`src/rtl/fft_result_serializer_pkg.sv`:
```
// Shared constants and types for the FFT result serializer.
package fft_result_serializer_pkg;

  localparam int DATA_W_DEF = 32;   // width of each raw butterfly output word
  localparam int OUT_W_DEF  = 16;   // width of each emitted word
  localparam int FFT_N      = 8;    // points per frame
  localparam int IDX_W      = 3;    // bin index width
  localparam int SHIFT_Q    = 8;    // Q8 twiddle scale removed on output

  localparam logic [IDX_W-1:0] LAST_IDX = 3'd7;

  localparam logic FUN_ENABLE  = 1'b1;
  localparam logic FUN_DISABLE = 1'b0;

  typedef enum logic {
    ST_IDLE   = 1'b0,
    ST_STREAM = 1'b1
  } state_t;

endpackage

```
`src/rtl/fft_result_serializer_if.sv`:
```
// Valid/ready sample stream carrying one complex bin per beat.
interface fft_result_serializer_if #(parameter int OUT_W = 16);
  import fft_result_serializer_pkg::*;

  logic                    out_valid;
  logic                    out_ready;
  logic signed [OUT_W-1:0] out_real;
  logic signed [OUT_W-1:0] out_imag;
  logic [IDX_W-1:0]        out_index;
  logic                    out_last;
  logic                    out_sat;

  modport master (
    output out_valid, out_real, out_imag, out_index, out_last, out_sat,
    input  out_ready
  );

  modport slave (
    input  out_valid, out_real, out_imag, out_index, out_last, out_sat,
    output out_ready
  );

endinterface

```
`src/rtl/fft_round_sat.sv`:
```
// Removes the fixed-point scale with round-half-up, then clips to OUT_W.
module fft_round_sat #(
  parameter int DATA_W = 32,
  parameter int SHIFT  = 8,
  parameter int OUT_W  = 16
) (
  input  logic signed [DATA_W-1:0] x,
  output logic signed [OUT_W-1:0]  y,
  output logic                     sat
);

  // One guard bit so adding the half-LSB can never wrap.
  localparam int EXT_W = DATA_W + 1;
  localparam logic signed [EXT_W-1:0] HALF  = {{(EXT_W-SHIFT){1'b0}}, 1'b1, {(SHIFT-1){1'b0}}};
  localparam logic signed [EXT_W-1:0] MAX_V = {{(EXT_W-OUT_W+1){1'b0}}, {(OUT_W-1){1'b1}}};
  localparam logic signed [EXT_W-1:0] MIN_V = {{(EXT_W-OUT_W+1){1'b1}}, {(OUT_W-1){1'b0}}};

  logic signed [EXT_W-1:0] sum;
  logic signed [EXT_W-1:0] r;

  // Round, arithmetic-shift and clamp to the output range.
  always_comb begin
    sum = $signed({x[DATA_W-1], x}) + HALF;
    r   = sum >>> SHIFT;
    if (r > MAX_V) begin
      y   = MAX_V[OUT_W-1:0];
      sat = 1'b1;
    end else if (r < MIN_V) begin
      y   = MIN_V[OUT_W-1:0];
      sat = 1'b1;
    end else begin
      y   = r[OUT_W-1:0];
      sat = 1'b0;
    end
  end

endmodule

```
`src/rtl/fft_result_serializer.sv`:
```
// Captures an 8-point FFT frame and streams it out one rounded bin per beat.
module fft_result_serializer
  import fft_result_serializer_pkg::*;
#(
  parameter int DATA_W = DATA_W_DEF,
  parameter int SHIFT  = SHIFT_Q,
  parameter int OUT_W  = OUT_W_DEF
) (
  input  logic                     clk,
  input  logic                     rst_n,
  input  logic                     butterfly3_ready,
  input  logic signed [DATA_W-1:0] fft_d1_real, fft_d1_imag,
  input  logic signed [DATA_W-1:0] fft_d2_real, fft_d2_imag,
  input  logic signed [DATA_W-1:0] fft_d3_real, fft_d3_imag,
  input  logic signed [DATA_W-1:0] fft_d4_real, fft_d4_imag,
  input  logic signed [DATA_W-1:0] fft_d5_real, fft_d5_imag,
  input  logic signed [DATA_W-1:0] fft_d6_real, fft_d6_imag,
  input  logic signed [DATA_W-1:0] fft_d7_real, fft_d7_imag,
  input  logic signed [DATA_W-1:0] fft_d8_real, fft_d8_imag,
  output logic                     busy,
  output logic                     overflow,
  input  logic                     ovf_clr,
  fft_result_serializer_if.master  out_if
);

  state_t                  state, state_nxt;
  logic [IDX_W-1:0]        idx;
  logic signed [DATA_W-1:0] frame_re [FFT_N];
  logic signed [DATA_W-1:0] frame_im [FFT_N];
  logic signed [DATA_W-1:0] in_re    [FFT_N];
  logic signed [DATA_W-1:0] in_im    [FFT_N];
  logic                    accept, last_accept, capture, drop;
  logic                    valid, sat_re, sat_im;

  // Gather the incoming words into indexable form.
  always_comb begin
    in_re[0] = fft_d1_real; in_im[0] = fft_d1_imag;
    in_re[1] = fft_d2_real; in_im[1] = fft_d2_imag;
    in_re[2] = fft_d3_real; in_im[2] = fft_d3_imag;
    in_re[3] = fft_d4_real; in_im[3] = fft_d4_imag;
    in_re[4] = fft_d5_real; in_im[4] = fft_d5_imag;
    in_re[5] = fft_d6_real; in_im[5] = fft_d6_imag;
    in_re[6] = fft_d7_real; in_im[6] = fft_d7_imag;
    in_re[7] = fft_d8_real; in_im[7] = fft_d8_imag;
  end

  // Handshake events: a pulse is taken when idle or exactly as beat 7 leaves, otherwise dropped.
  always_comb begin
    accept      = (state == ST_STREAM) & out_if.out_ready;
    last_accept = accept & (idx == LAST_IDX);
    capture     = butterfly3_ready & ((state == ST_IDLE) | last_accept);
    drop        = butterfly3_ready & (state == ST_STREAM) & ~last_accept;
  end

  // FSM state register.
  always_ff @(posedge clk or negedge rst_n) begin
    if (!rst_n) state <= ST_IDLE;
    else        state <= state_nxt;
  end

  // FSM next-state logic.
  always_comb begin
    state_nxt = state;
    case (state)
      ST_IDLE:   if (butterfly3_ready) state_nxt = ST_STREAM;
                 else                  state_nxt = ST_IDLE;
      ST_STREAM: if (last_accept && !butterfly3_ready) state_nxt = ST_IDLE;
                 else                                  state_nxt = ST_STREAM;
      default:   state_nxt = ST_IDLE;
    endcase
  end

  // FSM outputs and beat decoration.
  always_comb begin
    valid = FUN_DISABLE;
    busy  = FUN_DISABLE;
    case (state)
      ST_STREAM: begin
        valid = FUN_ENABLE;
        busy  = FUN_ENABLE;
      end
      default: begin
        valid = FUN_DISABLE;
        busy  = FUN_DISABLE;
      end
    endcase
    out_if.out_valid = valid;
    out_if.out_index = idx;
    out_if.out_last  = valid & (idx == LAST_IDX);
    out_if.out_sat   = valid & (sat_re | sat_im);
  end

  // Bin index: restarts on capture, advances on each accept.
  always_ff @(posedge clk or negedge rst_n) begin
    if (!rst_n)       idx <= '0;
    else if (capture) idx <= '0;
    else if (accept)  idx <= idx + 3'd1;
  end

  // Raw frame storage, written only when a pulse is actually taken.
  always_ff @(posedge clk or negedge rst_n) begin
    if (!rst_n) begin
      for (int k = 0; k < FFT_N; k++) begin
        frame_re[k] <= '0;
        frame_im[k] <= '0;
      end
    end else if (capture) begin
      for (int k = 0; k < FFT_N; k++) begin
        frame_re[k] <= in_re[k];
        frame_im[k] <= in_im[k];
      end
    end
  end

  // Sticky drop flag; a drop in the same cycle as a clear keeps it set.
  always_ff @(posedge clk or negedge rst_n) begin
    if (!rst_n)       overflow <= 1'b0;
    else if (drop)    overflow <= 1'b1;
    else if (ovf_clr) overflow <= 1'b0;
  end

  fft_round_sat #(.DATA_W(DATA_W), .SHIFT(SHIFT), .OUT_W(OUT_W)) u_rs_re (
    .x   (frame_re[idx]),
    .y   (out_if.out_real),
    .sat (sat_re)
  );

  fft_round_sat #(.DATA_W(DATA_W), .SHIFT(SHIFT), .OUT_W(OUT_W)) u_rs_im (
    .x   (frame_im[idx]),
    .y   (out_if.out_imag),
    .sat (sat_im)
  );

endmodule
```
`src/flat_wrapper.sv`:
```
// flat-port wrapper written by rule: the top's interface ports become plain ports
module fft_result_serializer_flat import fft_result_serializer_pkg::*;
#(
  parameter int DATA_W = DATA_W_DEF,
  parameter int SHIFT  = SHIFT_Q,
  parameter int OUT_W  = OUT_W_DEF
)
  (clk, rst_n, butterfly3_ready, fft_d1_real, fft_d1_imag, fft_d2_real, fft_d2_imag, fft_d3_real, fft_d3_imag, fft_d4_real, fft_d4_imag, fft_d5_real, fft_d5_imag, fft_d6_real, fft_d6_imag, fft_d7_real, fft_d7_imag, fft_d8_real, fft_d8_imag, busy, overflow, ovf_clr, out_if_out_valid, out_if_out_real, out_if_out_imag, out_if_out_index, out_if_out_last, out_if_out_sat, out_if_out_ready);
  fft_result_serializer_if #(.OUT_W(OUT_W)) out_if_i ();
  input  logic clk;
  input  logic rst_n;
  input  logic butterfly3_ready;
  input  logic signed [DATA_W-1:0] fft_d1_real;
  input  logic signed [DATA_W-1:0] fft_d1_imag;
  input  logic signed [DATA_W-1:0] fft_d2_real;
  input  logic signed [DATA_W-1:0] fft_d2_imag;
  input  logic signed [DATA_W-1:0] fft_d3_real;
  input  logic signed [DATA_W-1:0] fft_d3_imag;
  input  logic signed [DATA_W-1:0] fft_d4_real;
  input  logic signed [DATA_W-1:0] fft_d4_imag;
  input  logic signed [DATA_W-1:0] fft_d5_real;
  input  logic signed [DATA_W-1:0] fft_d5_imag;
  input  logic signed [DATA_W-1:0] fft_d6_real;
  input  logic signed [DATA_W-1:0] fft_d6_imag;
  input  logic signed [DATA_W-1:0] fft_d7_real;
  input  logic signed [DATA_W-1:0] fft_d7_imag;
  input  logic signed [DATA_W-1:0] fft_d8_real;
  input  logic signed [DATA_W-1:0] fft_d8_imag;
  output logic busy;
  output logic overflow;
  input  logic ovf_clr;
  output wire logic [$bits(out_if_i.out_valid)-1:0] out_if_out_valid;
  output wire logic [$bits(out_if_i.out_real)-1:0] out_if_out_real;
  output wire logic [$bits(out_if_i.out_imag)-1:0] out_if_out_imag;
  output wire logic [$bits(out_if_i.out_index)-1:0] out_if_out_index;
  output wire logic [$bits(out_if_i.out_last)-1:0] out_if_out_last;
  output wire logic [$bits(out_if_i.out_sat)-1:0] out_if_out_sat;
  input wire logic [$bits(out_if_i.out_ready)-1:0] out_if_out_ready;
  assign out_if_out_valid = out_if_i.out_valid;
  assign out_if_out_real = out_if_i.out_real;
  assign out_if_out_imag = out_if_i.out_imag;
  assign out_if_out_index = out_if_i.out_index;
  assign out_if_out_last = out_if_i.out_last;
  assign out_if_out_sat = out_if_i.out_sat;
  assign out_if_i.out_ready = out_if_out_ready;
  fft_result_serializer #(.DATA_W(DATA_W), .SHIFT(SHIFT), .OUT_W(OUT_W)) u_core (.clk(clk), .rst_n(rst_n), .butterfly3_ready(butterfly3_ready), .fft_d1_real(fft_d1_real), .fft_d1_imag(fft_d1_imag), .fft_d2_real(fft_d2_real), .fft_d2_imag(fft_d2_imag), .fft_d3_real(fft_d3_real), .fft_d3_imag(fft_d3_imag), .fft_d4_real(fft_d4_real), .fft_d4_imag(fft_d4_imag), .fft_d5_real(fft_d5_real), .fft_d5_imag(fft_d5_imag), .fft_d6_real(fft_d6_real), .fft_d6_imag(fft_d6_imag), .fft_d7_real(fft_d7_real), .fft_d7_imag(fft_d7_imag), .fft_d8_real(fft_d8_real), .fft_d8_imag(fft_d8_imag), .busy(busy), .overflow(overflow), .ovf_clr(ovf_clr), .out_if(out_if_i));
endmodule
```
`config.mk`:
```
export PLATFORM = sky130hd
export DESIGN_NAME = fft_result_serializer_flat
export DESIGN_NICKNAME = d
export VERILOG_FILES = /design/src/rtl/fft_result_serializer_pkg.sv /design/src/rtl/fft_result_serializer_if.sv /design/src/rtl/fft_round_sat.sv /design/src/rtl/fft_result_serializer.sv /design/src/flat_wrapper.sv
export SDC_FILE = /design/constraint.sdc
export NUM_CORES = 1
export LEC_CHECK = 0
export ABC_AREA = 1
export CAP_MARGIN = 20
export CORE_MARGIN = 3
export CORE_UTILIZATION = 36
export DETAILED_ROUTE_END_ITERATION = 8
export PLACE_DENSITY_LB_ADDON = 0.08
export SLEW_MARGIN = 30
export SYNTH_ARGS = -nofsm -noshare
export SYNTH_HDL_FRONTEND = slang
export SYNTH_SLANG_ARGS = --single-unit
```
`constraint.sdc`:
```
create_clock -name clk -period 2.9 [get_ports clk]
set_input_delay 0.29 -clock clk [delete_from_list [all_inputs] [get_ports clk]]
set_output_delay 0.29 -clock clk [all_outputs]
set_load 0.05 [all_outputs]
```
Yosys cells after proc, flatten, opt, wreduce, memory -nomap -nowiden
Cells that the tools add are included.
W data, S select, Z words.
{"block": "classes", "addsub": 3, "magnitude_cmp": 5, "eq_ne": 1, "n_mux": 22, "n_bitwise": 12, "reduce_logical": 4}
{"cell": "$bmux W32 S3", "n": 2}
{"cell": "$mux W32", "n": 4}
{"cell": "$add A32 B9 Y33 const B", "n": 2}
{"cell": "$mux W16", "n": 4}
{"cell": "$gt A25 B16 Y1 const B", "n": 2}
{"cell": "$lt A25 B16 Y1 const B", "n": 2}
{"cell": "$mux W1", "n": 9}
{"cell": "$and A1 B1 Y1", "n": 7}
{"cell": "$mux W3", "n": 2}
{"cell": "$ge A4 B4 Y1 const B", "n": 1}
{"cell": "$not A3 Y4", "n": 1}
{"cell": "$reduce_bool A2 Y1", "n": 2}
{"cell": "$add A3 B1 Y3 const B", "n": 1}
{"cell": "$eq A3 B3 Y1 const B", "n": 1}
{"cell": "$not A1 Y1", "n": 2}
{"cell": "$or A1 B1 Y1", "n": 2}
{"cell": "$pmux W1 S2", "n": 1}
{"cell": "$logic_and A1 B1 Y1", "n": 1}
{"cell": "$logic_not A1 Y1", "n": 1}
{"block": "word_totals", "reg_bits": 517, "in_bits": 517, "out_inout_bits": 40, "wordCells": 66}

Longest topological paths before layout
Gate-level depths: netlist (run 1).
{"block": "logic_depth", "ltp_word": 10, "ltp_mapped": 24, "mapped_depth_nobuf": 21}

Modules after synthesis
Synthesis (run 1) repeated with hierarchy kept, for this count alone.
{"block": "hier_totals", "hier_cells": 3776, "area_unflattened_um2": 26955.9}
{"mod": "fft_result_serializer", "n_inst": 1, "cells_each": 3382, "area_each_um2": 25096.6, "seq_area_each_um2": 12937.4}
{"mod": "fft_round_sat", "n_inst": 2, "cells_each": 197, "area_each_um2": 929.6, "seq_area_each_um2": 0.0}

Least setup slack after synthesis (run 1)
OpenSTA, ideal clock, no wires.
{"block": "synth_path", "kind": "flip-flop to output port", "startpoint": "register u_core.idx[0], in the netlist u_core.out_if.out_index[0]", "endpoint": "output port out_if_out_sat", "arrival_time_ns": 3.639, "required_time_ns": 2.610, "path_slack_ns": -1.029, "path_stages_with_launch": 16, "path_buffers": 5, "cell_sequence": "dfrtp_1 buf_6 buf_8 buf_6 buf_2 buf_4 o21ai_0 o22ai_1 inv_1 o21ai_1 inv_1 nor2_1 nand2_4 nand2_1 nor2_1 nor2_1"}
{"block": "synth_via", "elab_chain_len": 10, "elab_cells_between_ends": 19, "cone_classes": "add/sub: 2; order compare: 4; mux: 10; bitwise: 3"}
{"element": "start: declaration", "line_no": "fft_result_serializer.sv:27", "rtl": "logic [IDX_W-1:0] idx;"}
{"element": "start signal: assignment", "line_no": "fft_result_serializer.sv:97", "rtl": "else if (accept) idx <= idx + 3'd1;"}
{"element": "$not A3 Y4 (not written as such) (*)", "line_no": "fft_result_serializer.sv:123, fft_result_serializer.sv:129"}
{"element": "$bmux W32 S3, on equally long branches", "line_no": "fft_result_serializer.sv:123, fft_result_serializer.sv:129"}
{"element": "$mux W32, on equally long branches (2 in series)", "line_no": "fft_result_serializer.sv:123, fft_result_serializer.sv:129"}
{"element": "$add A32 B9 Y33", "line_no": "fft_round_sat.sv:23", "rtl": "sum = $signed({x[DATA_W-1], x}) + HALF;"}
{"element": "$lt A25 B16 Y1", "line_no": "fft_round_sat.sv:28", "rtl": "end else if (r < MIN_V) begin"}
{"element": "$mux W1", "line_no": "fft_round_sat.sv:28"}
{"element": "$mux W1", "line_no": "fft_round_sat.sv:25", "rtl": "if (r > MAX_V) begin"}
{"element": "$or A1 B1 Y1 (*)", "line_no": "fft_result_serializer.sv:90", "rtl": "out_if.out_sat = valid & (sat_re | sat_im);"}
{"element": "$and A1 B1 Y1 (*)", "line_no": "fft_result_serializer.sv:90"}
{"element": "end: declaration", "line_no": "flat_wrapper.sv:37", "rtl": "output wire logic [$bits(out_if_i.out_sat)-1:0] out_if_out_sat;"}
Every way passes the cells marked *; elsewhere a longest branch is shown, timed or not. The select of a mux whose other input is x is not followed.

Worst setup path in the final report (run 1)
{"block": "layout_path", "startpoint": "register u_core.idx[0], in the netlist u_core.out_if.out_index[0]", "endpoint": "output port out_if_out_imag[12]"}
{"block": "layout_via", "elab_chain_len": 8, "elab_cells_between_ends": 9, "cone_classes": "add/sub: 1; order compare: 2; mux: 5; bitwise: 1"}
{"element": "$not A3 Y4 (not written as such) (*)", "line_no": "fft_result_serializer.sv:129", "rtl": ".x (frame_im[idx]),"}
{"element": "$bmux W32 S3 (*)", "line_no": "fft_result_serializer.sv:129"}
{"element": "$mux W32 (not written as such) (*) (2 in series)", "line_no": "fft_result_serializer.sv:129"}
{"element": "$add A32 B9 Y33 (*)", "line_no": "fft_round_sat.sv:23"}
{"element": "$lt A25 B16 Y1", "line_no": "fft_round_sat.sv:28"}
{"element": "$mux W16", "line_no": "fft_round_sat.sv:28"}
{"element": "$mux W16 (*)", "line_no": "fft_round_sat.sv:25"}
{"element": "end: declaration", "line_no": "flat_wrapper.sv:34", "rtl": "output wire logic [$bits(out_if_i.out_imag)-1:0] out_if_out_imag;"}
Marked as above.

==> metrics.md, run 1 <==
| Metric | Value |
|---|---|
| Worst R2R End | `u_core.frame_im[235]` |
| PortBufs | `roughly 440` |
| Largest stage delay, worst path | `0.53 ns` |
| Initial antenna violation count | `12` |
| Layout cell share with drive strength beyond 1 | `0.2297` |
| Setup slack at placement | `-0.5280 ns` |
| Yosys reg bits | `405` |
| Synth cell types | `33` |
| Post-synth ARST share | `1.000` |
| Worst Setup Start Kind | `flip-flop` |
| Sequential fraction of the synthesis area | `0.4683` |
| Final Hold Viols | `0` |
| Critical path peak fanout | `8` |
| CTS tree | `yes` |
| R2R setup slack | `0.15 ns` |
| Dpl cells | `about 4200` |
| Unrepaired setup endpoints after global routing | `yes` |
| Cell mode on critical path | `nand2_1` |
| Min Tclk post-route | `3.982 ns` |
| Hold Crit Class | `primary input to async pin` |
| Post-Layout Cell Count | `between 4000 and 5000` |
| Synthesized area per cell | `7.576 µm²` |
| Vias per cell | `4.848` |
| Flip-flop and latch area | `between 10000 and 15000 µm²` |
| Total CTS buffers | `47` |
| Maximum clock rate | `around 0.25 GHz` |
| Crit-path leading delay family | `simple AND/OR/NAND/NOR gates` |
| Crit path cell chain | `buf_12 > clkbuf_16 > buf_12 > nand2_1 > nand3_1 > nand2_1 > nand2_1 > nand2_2 > buf_6 > nand4_1 > nor2_2 > nand4_1 > nand2_1 > nand2_1 > nor2_2 > nand3_2 > nand2_4 > buf_6 > o211ai_1 > nand2_4 > buf_12` |
| CTS max path bufs | `3` |
| Status | `finished with violations` |
| Multi-input gate area | `10460 µm²` |
| Synth Cell Area | `approximately 22000 µm²` |
| Design Power | `42.46 mW` |
| P_leak | `about 16 nW` |
| Setup ws final | `-1.082 ns` |
| Clock transition at path regs | `0.06 ns` |
| CP Launch Point | `u_core.out_if.out_index[0]` |
| R2r worst-path depth | `12` |
| Worst Tran Pin Value | `between 0.5 and 0.6 ns` |
| Vias in the first global route | `20650` |
| Most common cell after layout, fill and taps aside | `nand2_1` |
| Core Area | `59240 µm²` |
| Layout Nets | `4010` |
| Die span in y | `approximately 250 µm` |
| Failing checks | `negative setup slack` |
| Most frequent cells in the layout | `524 x nand2_1, 440 x nor2_1, 409 x clkdlybuf4s50_1` |
| Clock sinks | `405` |
| Required time of the critical path | `2.61 ns` |
| Critical Path End | `out_if_out_imag[12]` |
| Fillers | `5551` |
| GPL Wtd Cong | `between 0.8 and 0.9` |
| Crit-path slowest cell | `dfrtp_4` |
| Period utilization | `1.373` |
| Die extent in x | `251.2 µm` |
| Final WL | `78180 µm` |
| Reg2reg start | `u_core.out_if.out_index[0]` |
| Power Density | `between 1000 and 1500 nW/µm²` |
| Area Growth Syn to Fin | `49.76%` |
| Syn_nets | `between 3000 and 4000` |
| Synth Flop Type | `dfrtp_1` |
| Syn. warnings | `0` |
| Max Slew Vio Count | `0` |
| DR WL/cell | `18.16 µm` |
| Clock latency on the worst-skew pair | `0.59 ns` |
| Worst path arrival time | `3.69 ns` |
| Die area | `around 63000 µm²` |
| Maximum vdd drop | `slightly above 800 µV` |
| Initial DRC count | `1391` |
| # rows | `89` |
| Critical path buffers and inverters | `6` |
| Clock Skews | `between 0.03 and 0.04 ns` |
| H-tree Lvls | `2` |
| Slew margin rel. | `0.6057` |
| Root Buffer | `clkbuf_16` |
| Boundary Pins | `557` |
| Post-DRT Antenna Nets | `0` |
| # DRC | `0` |
| Initial Util | `0.3653` |
| Largest net degree at the start of global routing | `104` |
| Util after Layout | `0.5471` |
| Grt ovf | `0` |
| Mapped Cells | `2857` |
| DP HPWL | `58380 µm` |
| EDFF count, synth | `0` |
| Max-capacitance violation count | `0` |
| Critical path depth | `21` |
| WS Path Type | `flip-flop to output pin` |
| Total number of vias | `~21000` |
| Wire length of the first global-routing pass | `approximately 120000 µm` |
| Final setup viols | `33` |
| Total iterations of the first detailed-routing run | `5` |
| CP Capture Type | `output pin` |
| GRT Overall Usage | `0.2354` |
[repair_timing]
| item | in CTS | in global routing |
|---|---|---|
| resized for setup | 55 | 218 |
| buffers inserted | 2 | 28 |
| hold buffers | 1 | 0 |
| pin swaps | 2 | 110 |
| endpoints found under the hold margin | 33 | 0 |
| setup endpoints to repair | 33 | 33 |
| gates cloned | 0 | 11 |
[per-layer routing]
layer | up-vias | part of all wire | global-route usage
met5 | - | 0.00098 | 0
met4 | 12 | 0.018 | 0.05138
met3 | 99 | 0.061 | 0.04221
met2 | 542 | 0.47 | 0.3791
li1 | 10230 | - | -
met1 | 9999 | 0.45 | 0.3328
[worst register-to-register path, stage by stage, from the launching register on]
cell       delay, ns
dfrtp_4         0.53
buf_12          0.19
clkbuf_16       0.19
buf_4           0.16
ha_1            0.19
ha_1            0.21
nand2_1         0.07
nand2_1         0.11
nand2_4         0.14
buf_12          0.27
buf_12          0.35
nor2_1          0.13
a21oi_1         0.13
[cells in the mapped netlist, types with 20 or more instances]
master | n | area [µm²]
mux2_2 | 98 | 1104
nand3_1 | 239 | 1196
a21oi_1 | 302 | 1511
dfrtp_1 | 405 | 10130
nand2_2 | 20 | 125.1
buf_2 | 35 | 175.2
nand2_1 | 629 | 2361
o21ai_0 | 44 | 220.2
nor2_1 | 496 | 1862
buf_6 | 28 | 315.3
inv_1 | 343 | 1287
clkbuf_1 | 73 | 274.0
[area by class of cell]
cell class,count,share of cell area
Multi-Input combinational cell,1939,0.3225
Sequential cell,405,0.3130
Timing Repair Buffer,746,0.2437
Clock buffer,72,0.04289
Inverter,350,0.04126
Tap cell,773,0.02984
Clock inverter,15,0.006253
Antenna cell,6,0.0004632
[stage by stage]
| step | instance area (µm²) | hold WS (ns) | TNS, ns |
|---|---|---|---|
| 2_1_floorplan | 22050 | -0.005591 | -5.364 |
| 3_3_place_gp | 29300 | 0.2331 | -13.63 |
| 3_5_place_dp | 29300 | 0.2311 | -13.93 |
| 4_1_cts | 31110 | 0.2017 | -32.35 |
| 5_1_grt | 32410 | 0.2243 | -38.08 |
| 6_report | 32410 | 0.2111 | -32.79 |
[cells by family (layout without fill, tap and decap cells)]
group | count (synthesis) | count (layout) | synth area share
flip-flops | 405 | 405 | 0.4683
buffers and inverters | 513 | 1183 | 0.1040
multiplexers | 98 | 98 | 0.05099
adder cells (fa/ha/maj) | 4 | 4 | 0.002312
other | 0 | 6 | 0
XOR/XNOR | 22 | 22 | 0.008903
AO/OA/AOI/OAI | 378 | 378 | 0.09024
AND/OR/NAND/NOR | 1437 | 1437 | 0.2753
[worst min-delay path by stage]
stage / start / end / slack (ns) / depth (start not counted)
3_3_place_gp: rst_n / u_core.frame_im[141] / 0.23 / 1
3_5_place_dp: rst_n / u_core.frame_im[141] / 0.23 / 1
4_1_cts: rst_n / u_core.frame_re[220] / 0.20 / 2
2_1_floorplan: rst_n / u_core.frame_im[103] / -0.006 / 0
5_1_grt: rst_n / u_core.frame_im[141] / 0.22 / 2
6_report: rst_n / u_core.frame_im[144] / 0.21 / 2
[registers in the layout, indices dropped and copies added (netlist names)]
register                 count
u_core.frame_im            200
u_core.frame_re            200
u_core.out_if.out_index      3
u_core.overflow              1
u_core.state                 1
[power by group]
part           leakage, nW  internal (mW)  total [mW]  switching, mW
clock network        0.780           3.59        6.06           2.47
logic                 10.5           11.8        27.2           15.4
registers             4.49           8.26        9.20          0.934
Power figures use the tool's default switching activity.
==> run 2: changes to the inputs <==
Settings changed: TNS_END_PERCENT set to 5.
==> metrics.md, run 2 (synthesis gave the netlist of run 1 again) <==
| Metric | Value |
|---|---|
| Status | `finished with violations` |
| # rows | `89 (unchanged)` |
| Logic gate share of total power | `0.619 (-0.022)` |
| Reg2reg start | `u_core.out_if.out_index[0]` |
| Max-capacitance violation count | `0 (unchanged)` |
| Clock power frac | `0.154 (+0.011)` |
| Root Buffer | `clkbuf_16` |
| Layout Nets | `3997 (-0.32%)` |
| Failing checks | `negative setup slack` |
| Die span in y | `251.2 µm (unchanged)` |
| Required time of the critical path | `2.61 ns (about the same)` |
| Worst Setup Start Kind | `flip-flop` |
| P_leak | `15.50 nW (-1.8%)` |
| Initial Util | `0.3653 (unchanged)` |
| Wire length of the first global-routing pass | `117700 µm (+1.1%)` |
| Util after Layout | `0.5322 (-0.01497)` |
| H-tree Lvls | `2 (unchanged)` |
| Total CTS buffers | `48 (+2.1%)` |
| DR WL met3 | `4731 µm (-0.86%)` |
| Cell Int Power | `22.45 mW (-5.0%)` |
| Boundary Pins | `557 (unchanged)` |
| Maximum clock rate | `0.2513 GHz (about the same)` |
| Hold Crit Class | `primary input to async pin` |
| Final WL | `78790 µm (+0.78%)` |
| Seq pwr share | `0.227 (+0.010)` |
| Clock latency on the worst-skew pair | `0.58 ns (about the same)` |
| Final Hold Viols | `0 (unchanged)` |
| DR WL/cell | `18.34 µm (+1.0%)` |
| WS Path Type | `flip-flop to output pin` |
| Clock Skews | `0.01301 ns (-0.01866 ns)` |
| DP HPWL | `58860 µm (+0.82%)` |
| # DRC | `0 (unchanged)` |
| Core Area | `59240 µm² (unchanged)` |
| Most frequent cells in the layout | `571 x nand2_1, 456 x nor2_1, 409 x clkdlybuf4s50_1` |
| Maximum vdd drop | `901.1 µV (+8.4%)` |
| Most common cell after layout, fill and taps aside | `nand2_1` |
| Clock transition at path regs | `0.06 ns (about the same)` |
| CTS max path bufs | `3 (unchanged)` |
| Min Tclk post-route | `3.980 ns (-0.002230 ns)` |
| Multi-input gate area | `9897 µm² (-5.3%)` |
| Total iterations of the first detailed-routing run | `7 (+2)` |
| Flip-flop and latch area | `10150 µm² (unchanged)` |
| Power Density | `1280 nW/µm² (-2.3%)` |
| CP Capture Type | `output pin` |
| Crit path cell chain | `buf_12 > clkbuf_16 > clkbuf_16 > nand2_1 > nand3_1 > nand3_1 > nand2_1 > nor2_1 > nand2_2 > nor2_4 > nand3_2 > nor2_2 > xor2_1 > nand3_1 > nand2_4 > nand2_1 > nor2_2 > buf_6 > nor2_4 > buf_6` |
| Top sig layer | `met5` |
| Fillers | `5656 (+1.9%)` |
| Period utilization | `1.372 (about the same)` |
| Post-DRT Antenna Nets | `0 (unchanged)` |
| Vias in the first global route | `20720 (+0.36%)` |
| Hold slack | `0.2079 ns (-0.003182 ns)` |
| Setup slack at placement | `-0.6687 ns (-0.1407 ns)` |
| Switch Pwr | `17.91 mW (-4.9%)` |
| Vias per cell | `4.835 (-0.28%)` |
| Met1 wire length | `36220 µm (+2.4%)` |
| CTS tree | `yes` |
| Met2 WL | `36000 µm (-1.5%)` |
| Slew margin rel. | `0.5678 (-0.03792)` |
| Design Power | `40.35 mW (-5.0%)` |
| Initial DRC count | `1282 (-7.8%)` |
| Worst path arrival time | `3.69 ns (about the same)` |
| Crit-path slowest cell | `dfrtp_4` |
| Area Growth Syn to Fin | `45.66%` |
| GRT Overall Usage | `0.2386 (+0.003259)` |
| Die area | `63100 µm² (unchanged)` |
| R2r worst-path depth | `12 (unchanged)` |
| Worst Tran Pin Value | `0.6483 ns (+0.06307 ns)` |
| R2R setup slack | `0.01 ns (-0.14 ns)` |
| Clock sinks | `405 (unchanged)` |
| Grt ovf | `0 (unchanged)` |
| Total number of vias | `20770 (-0.53%)` |
| Unrepaired setup endpoints after global routing | `yes` |
| Layout cell share with drive strength beyond 1 | `0.1964 (-0.03330)` |
| Critical path peak fanout | `11 (+3)` |
| Sw Ratio | `0.4437 (about the same)` |
| Setup ws final | `-1.080 ns (+0.002230 ns)` |
| Die extent in x | `251.2 µm (unchanged)` |
| TNS Setup | `-33.07 ns (-0.2826 ns)` |
| Critical path buffers and inverters | `5 (-1)` |
| Crit-path leading delay family | `simple AND/OR/NAND/NOR gates` |
| Final setup viols | `33 (unchanged)` |
| PortBufs | `444 (unchanged)` |
| GPL Wtd Cong | `0.9042 (+4.0%)` |
| Worst R2R End | `u_core.frame_im[112]` |
| Largest net degree at the start of global routing | `110 (+5.8%)` |
| Max Slew Vio Count | `0 (unchanged)` |
| Largest stage delay, worst path | `0.49 ns (-0.04 ns)` |
| Initial antenna violation count | `20 (+8)` |
## run 2: cell count changes in the layout (fill, tap and decap cells not counted), sizes merged, moves of 2 or more
cell	change
clkinv	-2
clkbuf	-2
buf	-12
diode	+2
## run 2: worst max-delay path by stage
stage	slack (ns)	startpoint	to	depth (start not counted)
6_report	-1.08	u_core.out_if.out_index[0]	out_if_out_sat	20
5_1_grt	-1.28	u_core.out_if.out_index[0]	out_if_out_imag[9]	24
4_1_cts	-1.10	u_core.out_if.out_index[0]	out_if_out_sat	22
3_5_place_dp	-0.67	u_core.out_if.out_index[0]	out_if_out_imag[6]	23
3_3_place_gp	-0.57	u_core.out_if.out_index[0]	out_if_out_sat	22
2_1_floorplan	-0.24	u_core.out_if.out_index[1]	out_if_out_imag[3]	21
## run 2: through the flow
stage	std cells	instance area (µm²)
final	4295	31530
after global routing	4292	31520
after CTS	4267	30750
after detailed placement	4173	28900
after global placement	4173	28900
after floorplan	2857	21910
## run 2: repair_timing
action                     in CTS  in global routing
setup endpoints to repair      34                321
hold buffers                    1                  0
hold endpoints to repair       47                  0
resized for setup              46                124
cloned                          1                  9
setup buffers                   4                 11
pin swaps                       9                 32
## run 2: worst register-to-register path: stages, from the launching register on
cell and delay [ns]:
dfrtp_4 0.49, buf_12 0.18, clkbuf_16 0.20, buf_6 0.17, ha_1 0.21, ha_1 0.26
nand2_1 0.10, nand2_1 0.12, nand2_4 0.25, buf_12 0.32, buf_12 0.27, nor2_1 0.10
a21oi_1 0.14
## run 2: layout make-up
type / instances / share of cell area
Sequential cell: 405 / 0.3218
Inverter: 350 / 0.04239
Antenna cell: 8 / 0.0006350
Multi-Input combinational cell: 1939 / 0.3139
Timing Repair Buffer: 732 / 0.2391
Tap cell: 773 / 0.03068
Clock inverter: 15 / 0.006588
Clock buffer: 73 / 0.04489
## run 2: power by group through the flow
stage / Clock [mW] / Sequential [mW] / Combinational (mW)
after floorplan: 0 / 9.00 / 13.7
after global placement: 0 / 9.19 / 22.7
after detailed placement: 0 / 9.27 / 22.9
after CTS: 6.36 / 9.15 / 23.4
after global routing: 6.60 / 9.39 / 27.1
final: 6.21 / 9.17 / 25.0
## run 2: routing by layer
layer,vias up,track usage
li1,10180,-
met3,115,0.05090
met2,500,0.3781
met5,-,0
met1,9945,0.3337
met4,24,0.06150
==> run 3: changes to the inputs <==
Clock period 2.9 ns to 3.9 ns, I/O delays scaled along.
==> metrics.md, run 3 (synthesis gave the netlist of run 1 again) <==
| Metric | Value |
|---|---|
| Status | `finished with violations` |
| Failing checks | `negative setup slack` |
| Min Tclk post-route | `between 4 and 5 ns` |
| Clock Skews | `0.02264 ns (+0.009629 ns)` |
| Final setup viols | `31 (-6.1%)` |
| Largest net degree at the start of global routing | `112 (+1.8%)` |
| Grt ovf | `0 (unchanged)` |
| Critical path peak fanout | `16 (+5)` |
| Area Growth Syn to Fin | `41.26%` |
| R2r worst-path depth | `13 (+1)` |
| Die span in y | `251.2 µm (unchanged)` |
| Unrepaired setup endpoints after global routing | `yes` |
| Root Buffer | `clkbuf_16` |
| Total CTS buffers | `48 (unchanged)` |
| Worst R2R End | `u_core.frame_im[14]` |
| R2R setup slack | `0.84 ns (+0.83 ns)` |
| DP HPWL | `55280 µm (-6.1%)` |
| Worst Tran Pin Value | `0.8467 ns (+0.1984 ns)` |
| Initial DRC count | `1128 (-12%)` |
| Util after Layout | `0.5161 (-0.01607)` |
| Placed inst area | `27630 µm² (-4.4%)` |
| Hold Crit Class | `primary input to flip-flop` |
| Fin area | `30570 µm² (-3.0%)` |
| CTS max path bufs | `3 (unchanged)` |
| Maximum clock rate | `0.2438 GHz` |
| WHS Endpoint | `u_core.frame_re[25]` |
| Boundary Pins | `557 (unchanged)` |
| Period utilization | `1.052` |
| Reg2reg start | `u_core.out_if.out_index[0]` |
| PortBufs | `444 (unchanged)` |
| Wire length of the first global-routing pass | `116100 µm (-1.4%)` |
| Worst Setup Start Kind | `flip-flop` |
| Layout cell share with drive strength beyond 1 | `0.1678 (-0.02860)` |
| Power Density | `945.1 nW/µm² (-26%)` |
| Clock sinks | `405 (unchanged)` |
| Setup ws final | `-0.2016 ns (+0.8779 ns)` |
| Min-delay src | `fft_d8_real[25]` |
| Vias in the first global route | `20310 (-2.0%)` |
| Post-DRT Antenna Nets | `0 (unchanged)` |
| Most common cell after layout, fill and taps aside | `nand2_1` |
| CP Capture Type | `output pin` |
| Most frequent cells in the layout | `564 x nand2_1, 457 x nor2_1, 410 x clkdlybuf4s50_1` |
| Hold slack | `0.3683 ns (+0.1604 ns)` |
| Initial Util | `0.3653 (unchanged)` |
| # DRC | `0 (unchanged)` |
| GPL Wtd Cong | `0.8798 (-2.7%)` |
| WS Path Type | `flip-flop to output pin` |
| Maximum vdd drop | `602.5 µV (-33%)` |
| Required time of the critical path | `3.51 ns (+0.90 ns)` |
| Total iterations of the first detailed-routing run | `6 (-1)` |
| Worst path arrival time | `3.71 ns (+0.02 ns)` |
| Die extent in x | `251.2 µm (unchanged)` |
| Final Hold Viols | `0 (unchanged)` |
| P_leak | `14.80 nW (-4.5%)` |
| Final WL | `76080 µm (-3.4%)` |
| Max Slew Vio Count | `0 (unchanged)` |
| H-tree Lvls | `2 (unchanged)` |
| Design Power | `28.90 mW (-28%)` |
| Max-capacitance violation count | `0 (unchanged)` |
| Die area | `63100 µm² (unchanged)` |
| Vias per cell | `4.864 (+0.61%)` |
| DR WL/cell | `18.29 µm (-0.31%)` |
| Initial antenna violation count | `29 (+45%)` |
| Core Area | `59240 µm² (unchanged)` |
| Total number of vias | `20240 (-2.6%)` |
| CTS tree | `yes` |
| # rows | `89 (unchanged)` |
| Cell count of the worst hold path | `3` |
| Clock latency on the worst-skew pair | `0.59 ns (about the same)` |
| Clock transition at path regs | `0.06 ns (about the same)` |
| Layout Nets | `3859 (-3.5%)` |
| TNS Setup | `-4.905 ns (+28.17 ns)` |
| GRT Overall Usage | `0.2367 (-0.001899)` |
| Slew margin rel. | `0.4355 (-0.1323)` |
==> run 3: cell types whose count changed in the layout (fill, tap and decap cells not counted), moves of 7 or more <==
cell and change:
nand2_1 -7, nand3_1 -14, nand2_2 +17, nand2_4 -10, buf_6 -11, nand3_2 +9, buf_12 +14, buf_4 -137
==> run 3: repair_timing <==
item | 4_1_cts | 5_1_grt
setup endpoints to repair | 31 | 31
hold buffers | 1 | 0
pin swaps | 35 | 33
resized for setup | 168 | 78
buffers inserted | 15 | 14
hold endpoints to repair | 93 | 0
cloned | 6 | 2
==> run 3: how the worst max path moves through the flow <==
stage	start	depth (start not counted)	slack, ns	to
finish	u_core.out_if.out_index[0]	20	-0.20	out_if_out_real[7]
global route	u_core.out_if.out_index[0]	23	-0.39	out_if_out_real[12]
CTS	u_core.out_if.out_index[0]	22	-0.19	out_if_out_real[13]
detailed placement	u_core.out_if.out_index[0]	18	0.11	out_if_out_real[3]
global placement	u_core.out_if.out_index[0]	18	0.16	out_if_out_real[4]
floorplan	u_core.out_if.out_index[0]	20	-0.13	out_if_out_real[1]
==> run 3: area by class of cell <==
class | count | area, µm²
Antenna cell | 13 | 32.53
Multi-Input combinational cell | 1939 | 9998
Sequential cell | 405 | 10150
Clock inverter | 12 | 143.9
Timing Repair inverter | 1 | 11.26
Tap cell | 773 | 967.2
Timing Repair Buffer | 593 | 6540
Fill cell | 5769 | 28670
Clock buffer | 74 | 1389
Inverter | 350 | 1346
==> run 3: routing by layer <==
metal  GRT usage  up-vias  share of wire
li1            -     9921              -
met1      0.3193     9701           0.45
met2      0.3768      456           0.46
met3     0.05959      125          0.063
met4     0.07194       32          0.024
met5           0        -         0.0029
==> run 3: power breakdown <==
| part | total (mW) | switching, mW | internal (mW) | leakage (nW) |
|---|---|---|---|---|
| clock network | 4.40 | 1.81 | 2.59 | 0.754 |
| registers | 6.78 | 0.635 | 6.14 | 4.49 |
| logic | 17.7 | 10.6 | 7.07 | 9.56 |
==> run 3: metrics by stage <==
stage	instances	setup slack, ns
final	4160	-0.2016
after global routing	4155	-0.3882
after CTS	4132	-0.1926
after detailed placement	4024	0.1127
after global placement	4024	0.1573
after floorplan	2857	-0.1290
==> run 3: critical path, stage by stage (launching register included) <==
cell and delay (ns):
dfrtp_4 0.50, buf_4 0.16, bufbuf_16 0.28, nand2_1 0.08
nand3_2 0.15, nand3_2 0.13, nand2_2 0.10, nor2_4 0.15
nand2_2 0.10, nor2_4 0.17, buf_4 0.15, nand4_1 0.08
nand2_1 0.08, nand2_1 0.05, nor2_1 0.11, nand3_1 0.13
nand2_4 0.14, inv_8 0.06, buf_12 0.15, o21ai_4 0.18
buf_12 0.16
